$ cat src/rtl/uart_pkg.sv
// Shared UART definitions used by both the receiver and the transmitter.
package uart_pkg;

  typedef enum logic [1:0] {
    IDLE  = 2'd0,
    START = 2'd1,
    DATA  = 2'd2,
    STOP  = 2'd3
  } uart_state_e;

  localparam int UART_CLK_DIV_DEFAULT = 434;
  localparam int UART_DATA_BITS       = 8;

  function automatic logic maj3(input logic a, input logic b, input logic c);
    return (a & b) | (a & c) | (b & c);
  endfunction

endpackage

$ cat src/rtl/uart_rx_sync.sv
// Two-flop synchronizer for the rx pin plus falling-edge detect.
module uart_rx_sync (
  input  logic clk,
  input  logic rst_n,
  input  logic rx,
  output logic rx_s,
  output logic fall
);

  logic       s1;
  logic       prev;
  logic [1:0] vld_pipe;

  // prev stays low until the pin value has reached rx_s, so a line that is
  // already low when reset releases is never mistaken for a start edge.
  always_ff @(posedge clk) begin
    if (!rst_n) begin
      s1       <= 1'b1;
      rx_s     <= 1'b1;
      prev     <= 1'b0;
      vld_pipe <= '0;
    end else begin
      s1       <= rx;
      rx_s     <= s1;
      vld_pipe <= {vld_pipe[0], 1'b1};
      prev     <= vld_pipe[1] & rx_s;
    end
  end

  assign fall = prev & ~rx_s;

endmodule

$ cat src/rtl/uart_rx.sv
// 8N1 UART receiver, LSB first, mid-bit sampling.
// Define UART_RX_MAJORITY_EN for 2-of-3 majority sampling around each bit centre.
module uart_rx
  import uart_pkg::*;
#(
  parameter int CLK_DIV = UART_CLK_DIV_DEFAULT
) (
  input  logic       clk,
  input  logic       rst_n,
  input  logic       rx,
  output logic [7:0] dout,
  output logic       valid,
  output logic       frame_err,
  output logic       busy
);

  localparam int CW = $clog2(CLK_DIV);
  localparam logic [CW-1:0] HALF_LD = CW'(CLK_DIV / 2 - 1);
  localparam logic [CW-1:0] FULL_LD = CW'(CLK_DIV - 1);
  localparam logic [2:0]    LAST_BIT = 3'(UART_DATA_BITS - 1);

  localparam logic [1:0] ST_IDLE  = 2'(IDLE);
  localparam logic [1:0] ST_START = 2'(START);
  localparam logic [1:0] ST_DATA  = 2'(DATA);
  localparam logic [1:0] ST_STOP  = 2'(STOP);

  logic                      rx_s;
  logic                      fall;
  logic [1:0]                state;
  logic [CW-1:0]             cnt;
  logic [2:0]                bit_idx;
  logic [UART_DATA_BITS-1:0] shift;
  logic                      tick;
  logic                      dec;
  logic                      bit_val;

  uart_rx_sync u_sync (
    .clk   (clk),
    .rst_n (rst_n),
    .rx    (rx),
    .rx_s  (rx_s),
    .fall  (fall)
  );

  assign tick = (state != ST_IDLE) && (cnt == '0);

`ifdef UART_RX_MAJORITY_EN
  logic [1:0] hist;
  logic       dec_pend;

  // Decide one clock after expiry so the expiry+1 sample is available.
  always_ff @(posedge clk) begin
    if (!rst_n) begin
      hist     <= 2'b11;
      dec_pend <= 1'b0;
    end else begin
      hist     <= {hist[0], rx_s};
      dec_pend <= tick;
    end
  end

  assign dec     = dec_pend;
  assign bit_val = maj3(hist[1], hist[0], rx_s);
`else
  assign dec     = tick;
  assign bit_val = rx_s;
`endif

  always_ff @(posedge clk) begin
    if (!rst_n) begin
      state     <= ST_IDLE;
      cnt       <= '0;
      bit_idx   <= '0;
      shift     <= '0;
      dout      <= '0;
      valid     <= 1'b0;
      frame_err <= 1'b0;
    end else begin
      valid     <= 1'b0;
      frame_err <= 1'b0;

      // Counter reloads at every expiry so bit spacing never depends on the decision path.
      if (state == ST_IDLE) begin
        if (fall) begin
          cnt     <= HALF_LD;
          bit_idx <= '0;
          state   <= ST_START;
        end
      end else begin
        cnt <= tick ? FULL_LD : cnt - 1'b1;
      end

      if (dec) begin
        case (state)
          ST_START: state <= bit_val ? ST_IDLE : ST_DATA;
          ST_DATA: begin
            shift   <= {bit_val, shift[UART_DATA_BITS-1:1]};
            bit_idx <= bit_idx + 3'd1;
            if (bit_idx == LAST_BIT) state <= ST_STOP;
          end
          ST_STOP: begin
            dout      <= shift;
            valid     <= bit_val;
            frame_err <= ~bit_val;
            state     <= ST_IDLE;
          end
          default: state <= ST_IDLE;
        endcase
      end
    end
  end

  assign busy = (state != ST_IDLE);

endmodule
$ cat config.mk
export PLATFORM = sky130hd
export DESIGN_NAME = uart_rx
export DESIGN_NICKNAME = d
export VERILOG_FILES = /design/src/rtl/uart_pkg.sv /design/src/rtl/uart_rx_sync.sv /design/src/rtl/uart_rx.sv
export SDC_FILE = /design/constraint.sdc
export NUM_CORES = 1
export LEC_CHECK = 0
export CORE_MARGIN = 3
export CORE_UTILIZATION = 30
export CTS_CLUSTER_DIAMETER = 30
export DETAILED_ROUTE_END_ITERATION = 7
export PLACE_DENSITY = 0.58
export SLEW_MARGIN = 20
export SYNTH_ARGS = -nofsm -noshare
export SYNTH_HDL_FRONTEND = slang
export SYNTH_SLANG_ARGS = --single-unit
$ cat constraint.sdc
create_clock -name clk -period 4 [get_ports clk]
set_input_delay 1 -clock clk [delete_from_list [all_inputs] [get_ports clk]]
set_output_delay 1 -clock clk [all_outputs]
set_load 0.03 [all_outputs]
* Yosys cells after proc, flatten, opt, wreduce, memory -nomap -nowiden
Index checks and enable logic that the tools add are counted.
** Storage, ports and cells
- Flip-flop bits (word level) :: 37
- Input port bits :: 3
- Output and inout bits :: 11
- Word-level logic and storage cells :: 43
** Operators by class
- Add/subtract/negate cells :: 2
- Eq/ne operators :: 5
- Muxes and demuxes :: 14
- Bitwise logic cells :: 3
- Reductions and logical operators :: 7
** Operators by type and width (number)
- 2-to-1 mux 9 bit :: 3
- 2-to-1 mux 3 bit :: 4
- 2-to-1 mux 2 bit :: 5
- logical NOT 9 bit :: 1
- subtractor 9 x 1 -> 9 bit (second input constant) :: 1
- == test 2 bit (second input constant) :: 2
- one-hot mux 2 bit (2 select lines) :: 1
- AND reduction 2 bit :: 2
- adder 3 x 1 -> 3 bit (second input constant) :: 1
- == test 3 bit (second input constant) :: 1
- AND reduction 3 bit :: 1
- bitwise AND 1 bit :: 2
- == test 2 x 1 -> 1 bit (second input constant) :: 1
- logical NOT 2 bit :: 1
- != test 2 bit (second input constant) :: 1
- nonzero test 2 bit :: 1
- logical AND 1 bit :: 1
- 2-to-1 mux 1 bit :: 1
- NOT 1 bit :: 1

* Logic depth before layout (Yosys ltp)
Gate-level depths: netlist (run 1).
- Depth in word-level cells :: 7
- Mapped depth :: 8
- Mapped depth without buffers :: 6

* By module
From an unflattened synthesis (run 1), not the netlist that was laid out.
** Second synthesis, totals
- Cell total of the unflattened synthesis :: 167
- Area, all modules :: 1699.1 um2
** By module, submodules not included
- uart_rx :: times used 1, cells an instance 157, area each 1566.5 um2, sequential area each 640.6 um2
- uart_rx_sync :: times used 1, cells an instance 10, area each 132.6 um2, sequential area each 100.1 um2

* Worst setup path before layout (run 1)
OpenSTA, ideal clock, no wires.
- Path type :: register -> output
- From :: reg state[0]
- To :: out busy
- Arrival time :: 0.872 ns
- Required time :: 3.000 ns
- Path slack :: 2.128 ns
- Stages on the path, launching flop included :: 4
- Buffers on the path :: 0
- Cell sequence :: dfxtp_1 > inv_1 > ha_1 > inv_1
** Between the ends
- Word-level cells in the longest chain between the ends :: 1
** RTL lines
- start: declaration :: line uart_rx.sv:29 : logic [1:0] state;
- start signal: assignment :: line uart_rx.sv:95 : ST_START: state <= bit_val ? ST_IDLE : ST_DATA;
- nonzero test 2 bit :: line uart_rx.sv:113 : assign busy = (state != ST_IDLE);
- end: declaration :: line uart_rx.sv:14 : output logic busy
Every way passes these cells.

* Final worst setup path (run 1)
Ends and elaborated chain as after synthesis.

==> metrics.json, run 1 <==
{
  "outcome": {
    "status": "completed"
  },
  "floorplan": {
    "die_height_um": 79.2,
    "placeableCoreArea_mm2": 0.00514,
    "std_cell_rows": 26,
    "die_w_um": 79.2,
    "floorplan.initialDensity_pct": 31.3,
    "dieArea_mm2": 0.00627,
    "ioPinCount": 14
  },
  "worst_setup_path": {
    "crit_chain": "inv_1, ha_1, inv_1, clkdlybuf4s50_1",
    "worst_setup_path_start_kind": "flip-flop",
    "crit_slowest_cell": "sky130_fd_sc_hd__clkdlybuf4s50_1",
    "critical_path_required_ns": 3.00,
    "timing.critical_path.fanout_max": 12,
    "timing.critical_path.arrival_ns": 2.09,
    "critPathCaptureType": "output port",
    "category_of_the_critical_setup_timing_path": "flip-flop to output port",
    "critPathMaxStageDelay_ns": 0.64,
    "cp_common_cell": "sky130_fd_sc_hd__inv_1"
  },
  "power_and_ir_drop": {
    "ir_drop_mv": 0.230,
    "power_leakage_nw": 0.729,
    "net-switching-power_uw": 155,
    "power.share.sequential_pct": 50.7,
    "clock_power_share_pct": 45.3,
    "power_report.internal_total_uw": 586,
    "sw_frac_of_total_pct": 21.0,
    "power_density_mw_per_mm2": 388,
    "share_comb_of_total_power_pct": 4.0
  },
  "clocking": {
    "number_of_clock_buffers_inserted_by_tritoncts": 5,
    "cts_num_sinks": 37,
    "cts_hold_buffers": 0,
    "ctsRootBufferMaster": "sky130_fd_sc_hd__clkbuf_8",
    "cts.repair.resized": 0,
    "latest_clock_arrival_within_the_worst_skew_pair_ns": 0.29,
    "number_of_buffers_on_the_longest_clock_path": 2,
    "cts.reportedPaths.clkPinSlew_ns": 0.07,
    "number_of_levels_in_the_clock_h_tree": 2,
    "cts_tree": "built",
    "post_cts_buffers": 0
  },
  "drt": {
    "detailroute.via_count": 1196,
    "avgRoutedWirePerCell_um": 11.5,
    "final_antenna_net_count": 0,
    "firstDrtPassIters": 4,
    "drt_first_iter_violations": 130,
    "route.detailed.vias_per_inst": 4.65,
    "postRouteWirelength_mm": 2.97,
    "drc": 0
  },
  "logic_synthesis": {
    "ys_types": 40,
    "yosys_warnings": 0,
    "mappedNetlistArea_mm2": 0.00161,
    "mappedNetlistNets": 186,
    "count_of_state_elements_after_synthesis": 37,
    "yosysSeqAreaShare_pct": 46.1,
    "synthCells": 175,
    "synth_edf_count": 0,
    "synthTopCellsByArea": "sky130_fd_sc_hd__dfxtp_1 46%, sky130_fd_sc_hd__ha_1 6.2%, sky130_fd_sc_hd__mux2i_1 5.6%",
    "library_cell_with_the_highest_instance_count_after_synthesis": "sky130_fd_sc_hd__dfxtp_1",
    "synth_flop_cell": "sky130_fd_sc_hd__dfxtp_1",
    "postSynthAreaPerCell_um2": 9.18,
    "synth-async-reset-ratio_pct": 0,
    "synth_top_area_share_pct": 46.1,
    "biggest_area_consumer_among_synthesized_cells": "sky130_fd_sc_hd__dfxtp_1",
    "post_synth_most_frequent_cells": "37 x sky130_fd_sc_hd__dfxtp_1, 16 x sky130_fd_sc_hd__nand2_1, 15 x sky130_fd_sc_hd__nor2_1"
  },
  "placement": {
    "gpl_wtd_cong": 0.799,
    "port_buffers": 13,
    "detailedPlacementHpwl_mm": 2.06,
    "place.detailed.instances": 249
  },
  "sta": {
    "fin_tns_setup_ns": 0,
    "final-hold-violation-count": 0,
    "worst_slew_pin_slew_ns": 0.811,
    "max-slew-margin-rel_pct": 45.7,
    "finalCritPeriodShare_pct": 77.2,
    "finalClockSkew_ns": 0.00655,
    "maxSlewViolCount": 0,
    "setup-violations-final": 0,
    "timing.final.crit_period_ns": 3.09,
    "max_freq_mhz": 324,
    "rsz0062_at_grt": "no"
  },
  "layout": {
    "fillCellCount": 537,
    "fin_util_pct": 37.2,
    "num_antenna_cells": 0,
    "drive_gt1_share_pct": 9.09,
    "area_growth_pct": 18.9,
    "layout.cells.non_filler": 257,
    "nNetsFinal": 197
  },
  "global_route": {
    "grt_start_max_net_pins": 31,
    "first_global_vias": 1160,
    "grt_usage_pct": 10.8,
    "globalRoute.totalOverflow": 0,
    "grt_antenna_before_repair": 0,
    "grt_pass1_wl_mm": 5.35
  },
  "min_path": {
    "type_of_the_most_critical_hold_path": "flip-flop to flip-flop"
  },
  "flow_run": {
    "maxCapViolCount": 0
  }
}
[critical path: cells and delay by family, from the launching register on]
family | cells | cell delay [ns]
DFF | 1 | 0.34
buffers and inverters | 3 | 0.99
adders and majority gates | 1 | 0.47
[sequential cells by signal, indices dropped and copies added, names as in the netlist, named ones only]
register         cells
cnt                  9
dout                 8
shift                8
bit_idx              3
u_sync.vld_pipe      2
frame_err            1
state                1
u_sync.prev          1
u_sync.rx_s          1
u_sync.s1            1
valid                1
[cell type report]
type	instances	area (um2)	area share, %
Clock buffer	6	82.6	4.32
Sequential cell	37	741	38.8
Inverter	6	22.5	1.18
Multi-Input combinational cell	122	802	42.0
Clock inverter	2	37.5	1.96
Timing Repair Buffer	14	138	7.20
Tap cell	70	87.6	4.58
[kinds of logic after synthesis]
kind of cell | share of synthesized area (%)
fa+ha+maj | 6.23
flops | 46.1
buf+inv | 3.97
mux | 5.61
compound gates | 10.9
simple gates | 27.2
[cell usage in the layout, fill, tap and decap left out, types with 2 or more instances in the layout]
cell,netlist,layout
sky130_fd_sc_hd__or3_1,2,2
sky130_fd_sc_hd__ha_1,8,8
sky130_fd_sc_hd__nor3_2,3,3
sky130_fd_sc_hd__dfxtp_1,37,37
sky130_fd_sc_hd__a21oi_1,9,9
sky130_fd_sc_hd__nor4_1,2,2
sky130_fd_sc_hd__nand2_1,16,16
sky130_fd_sc_hd__inv_1,5,5
sky130_fd_sc_hd__clkdlybuf4s50_1,0,13
sky130_fd_sc_hd__mux2i_1,9,9
sky130_fd_sc_hd__nand4_1,4,4
sky130_fd_sc_hd__and2_1,2,2
sky130_fd_sc_hd__o21ai_0,2,2
sky130_fd_sc_hd__a211oi_1,2,2
sky130_fd_sc_hd__nand3b_1,3,3
sky130_fd_sc_hd__nor2_1,15,15
sky130_fd_sc_hd__nand3_1,11,11
sky130_fd_sc_hd__o21ai_1,11,11
sky130_fd_sc_hd__nand2b_1,3,3
sky130_fd_sc_hd__clkbuf_8,0,6
sky130_fd_sc_hd__nor3_1,2,2
sky130_fd_sc_hd__nor2b_1,2,2
[final timing paths]
kind / startpoint / endpoint / slack, ns / cells past startpoint
hold / removal: u_sync.s1$_SDFF_PN1_ / u_sync.rx_s$_SDFF_PN1_ / 0.41 / 1
setup / recovery: state[0]$_SDFF_PN0_ / busy / 0.91 / 4
setup reg to reg: state[0]$_SDFF_PN0_ / dout[2]$_SDFFE_PN0P_ / 1.48 / 6
hold reg to reg: u_sync.s1$_SDFF_PN1_ / u_sync.rx_s$_SDFF_PN1_ / 0.41 / 1
[power groups by stage]
stage	Combinational (mW)	Clock, mW	Sequential, mW
finish	0.0300	0.336	0.376
global route	0.0334	0.361	0.376
CTS	0.0303	0.347	0.376
detailed placement	0.0300	0	0.384
global placement	0.0305	0	0.384
floorplan	0.0236	0	0.383
[routing by layer]
layer  up-vias  share of wire, %  track usage, %
li1        641                 -               -
met1       540                53            14.5
met2        13                43            15.5
met3         2               3.0            3.74
met4         0              0.71            4.64
met5         -                 0               0
[per-stage QoR]
stage / area (um2) / setup slack [ns] / hold WS (ns) / power [mW]
after global routing: 1910 / 0.792 / 0.440 / 0.771
final: 1910 / 0.911 / 0.410 / 0.742
after CTS: 1910 / 0.893 / 0.416 / 0.753
after floorplan: 1610 / 2.13 / 0.386 / 0.406
after detailed placement: 1790 / 1.23 / 0.399 / 0.414
after global placement: 1790 / 1.22 / 0.389 / 0.415
No activity file was read; power rests on OpenSTA's default activity.
==> inputs of run 2 (changes only) <==
Settings changed: PLACE_DENSITY 0.58 to 0.6.
Clock period 4 ns to 2.6 ns, I/O delays scaled along.
==> run 2 against run 1 <==
Effect of this change:
- critical path type unchanged
- register-to-register slack got worse by 0.89 ns
- highest routed layer unchanged
- combinational power up 64%
- clock power up 43%
- sequential power rose by 54%
- critical path depth did not move
- global-route usage up 0.55 points
- clock skew is 0.0052 ns higher
==> metrics.json, run 2 (synthesis gave the netlist of run 1 again) <==
{
  "drt": {
    "detailroute.via_count": 1245,
    "postRouteWirelength_mm": 3.20,
    "avgRoutedWirePerCell_um": 12.2,
    "drt_first_iter_violations": 101,
    "route.detailed.vias_per_inst": 4.77,
    "final_antenna_net_count": 0,
    "drc": 0,
    "firstDrtPassIters": 4
  },
  "sta": {
    "setup-violations-final": 0,
    "maxSlewViolCount": 0,
    "fin_tns_setup_ns": 0,
    "worst_hold_slack_ns": 0.420,
    "max_freq_mhz": 411,
    "timing.final.crit_period_ns": 2.43,
    "final-hold-violation-count": 0,
    "worst_slew_pin_slew_ns": 0.630,
    "finalClockSkew_ns": 0.0118,
    "finalCritPeriodShare_pct": 93.5,
    "max-slew-margin-rel_pct": 57.7,
    "rsz0062_at_grt": "no"
  },
  "floorplan": {
    "dieArea_mm2": 0.00627,
    "ioPinCount": 14,
    "floorplan.initialDensity_pct": 31.3,
    "die_height_um": 79.2,
    "die_w_um": 79.2,
    "std_cell_rows": 26,
    "placeableCoreArea_mm2": 0.00514
  },
  "worst_setup_path": {
    "setup.worst_path.end": "busy",
    "reg2reg_slack_ns": 0.59,
    "critical_path_required_ns": 1.95,
    "category_of_the_critical_setup_timing_path": "flip-flop to output port",
    "critPathCaptureType": "output port",
    "reg_to_reg_endpoint": "cnt[5]$_SDFFE_PN0P_",
    "worst_setup_path_start_kind": "flip-flop",
    "timing.critical_path.fanout_max": 5,
    "timing.critical_path.arrival_ns": 1.78,
    "worstRegToRegCells": 6
  },
  "global_route": {
    "grt_antenna_before_repair": 0,
    "grt_start_max_net_pins": 30,
    "globalRoute.totalOverflow": 0,
    "grt_usage_pct": 11.3,
    "first_global_vias": 1212,
    "grt_pass1_wl_mm": 5.55
  },
  "layout": {
    "layout_common_cells": "37 x sky130_fd_sc_hd__dfxtp_1, 16 x sky130_fd_sc_hd__nand2_1, 15 x sky130_fd_sc_hd__nor2_1",
    "most_common_library_cell_in_the_layout_ignoring_fill_and_taps": "sky130_fd_sc_hd__dfxtp_1",
    "multi_input_comb_area_um2": 802,
    "layout.cells.non_filler": 261,
    "postLayoutCellArea_mm2": 0.00193,
    "max_flop_register": "cnt",
    "fillCellCount": 555,
    "ff_latch_area_um2": 741,
    "num_antenna_cells": 0,
    "area_growth_pct": 20.2,
    "layout_top_registers": "cnt: 9 flops, dout: 8 flops, shift: 8 flops",
    "largest_reg_flops": 9,
    "nNetsFinal": 202,
    "drive_gt1_share_pct": 11.0
  },
  "clocking": {
    "cts.reportedPaths.clkPinSlew_ns": 0.06,
    "cts.repair.resized": 0,
    "cts_num_sinks": 37,
    "number_of_levels_in_the_clock_h_tree": 2,
    "number_of_clock_buffers_inserted_by_tritoncts": 5,
    "latest_clock_arrival_within_the_worst_skew_pair_ns": 0.29,
    "ctsRootBufferMaster": "sky130_fd_sc_hd__clkbuf_8",
    "cts_hold_buffers": 0,
    "number_of_buffers_on_the_longest_clock_path": 2,
    "cts_tree": "built",
    "post_cts_buffers": 0
  },
  "placement": {
    "place.detailed.instances": 254,
    "postPlaceCellArea_mm2": 0.00183,
    "detailedPlacementHpwl_mm": 2.20,
    "gpl_wtd_cong": 0.770,
    "port_buffers": 13
  },
  "outcome": {
    "status": "completed"
  },
  "flow_run": {
    "maxCapViolCount": 0
  },
  "power_and_ir_drop": {
    "share_comb_of_total_power_pct": 4.4,
    "power_report.internal_total_uw": 871,
    "power_leakage_nw": 0.748,
    "net-switching-power_uw": 239,
    "clock_power_share_pct": 43.5,
    "ir_drop_mv": 0.301,
    "power.share.sequential_pct": 52.1,
    "sw_frac_of_total_pct": 21.5,
    "power_density_mw_per_mm2": 574
  },
  "min_path": {
    "type_of_the_most_critical_hold_path": "flip-flop to flip-flop"
  }
}
run 2: cell types whose count changed in the layout (fill, tap and decap cells not counted):
cell,before,now
sky130_fd_sc_hd__buf_4,1,6
sky130_fd_sc_hd__clkbuf_8,6,5
sky130_fd_sc_hd__clkinv_2,0,1
sky130_fd_sc_hd__clkinvlp_4,1,0
run 2: how the worst min path moves through the flow:
stage	from	endpoint	slack, ns	cells after the start
2_1_floorplan	u_sync.s1$_SDFF_PN1_	u_sync.rx_s$_SDFF_PN1_	0.39	1
3_3_place_gp	u_sync.s1$_SDFF_PN1_	u_sync.rx_s$_SDFF_PN1_	0.39	1
3_5_place_dp	u_sync.s1$_SDFF_PN1_	u_sync.rx_s$_SDFF_PN1_	0.39	1
4_1_cts	u_sync.s1$_SDFF_PN1_	u_sync.rx_s$_SDFF_PN1_	0.42	1
5_1_grt	u_sync.s1$_SDFF_PN1_	u_sync.rx_s$_SDFF_PN1_	0.44	1
6_report	u_sync.s1$_SDFF_PN1_	u_sync.rx_s$_SDFF_PN1_	0.42	1
run 2: cell type report:
cell class | count | area share, %
Clock buffer | 5 | 3.56
Clock inverter | 2 | 1.81
Inverter | 6 | 1.17
Multi-Input combinational cell | 122 | 41.5
Sequential cell | 37 | 38.3
Tap cell | 70 | 4.53
Timing Repair Buffer | 19 | 9.07
run 2: routing by layer:
metal	wire length [um]	global-route usage, %	vias to the layer above	part of all wire, %
li1	-	-	646	-
met1	1470	13.2	575	46
met2	1570	19.3	17	49
met3	97	2.61	7	3.0
met4	63	5.67	0	2.0
met5	0	0	-	0
run 2: critical path: stages, from the launching register on:
cell and delay [ns]:
sky130_fd_sc_hd__dfxtp_1 0.40, sky130_fd_sc_hd__inv_1 0.09, sky130_fd_sc_hd__ha_1 0.20, sky130_fd_sc_hd__inv_1 0.13, sky130_fd_sc_hd__clkdlybuf4s50_1 0.69
run 2: stage by stage:
| stage | util [%] | total power, mW | worst slack, ns |
|---|---|---|---|
| 2_1_floorplan | - | 0.625 | 0.758 |
| 3_3_place_gp | 35.6 | 0.640 | 0.508 |
| 3_5_place_dp | 35.6 | 0.641 | 0.463 |
| 4_1_cts | 37.6 | 1.12 | 0.154 |
| 5_1_grt | 37.6 | 1.15 | 0.0687 |
| 6_report | 37.6 | 1.11 | 0.170 |
run 2: power groups by stage:
stage	clock, mW	sequential, mW	combinational, mW
after floorplan	0	0.589	0.0364
after global placement	0	0.591	0.0493
final	0.482	0.578	0.0493
after CTS	0.491	0.578	0.0498
after detailed placement	0	0.591	0.0494
after global routing	0.515	0.579	0.0544
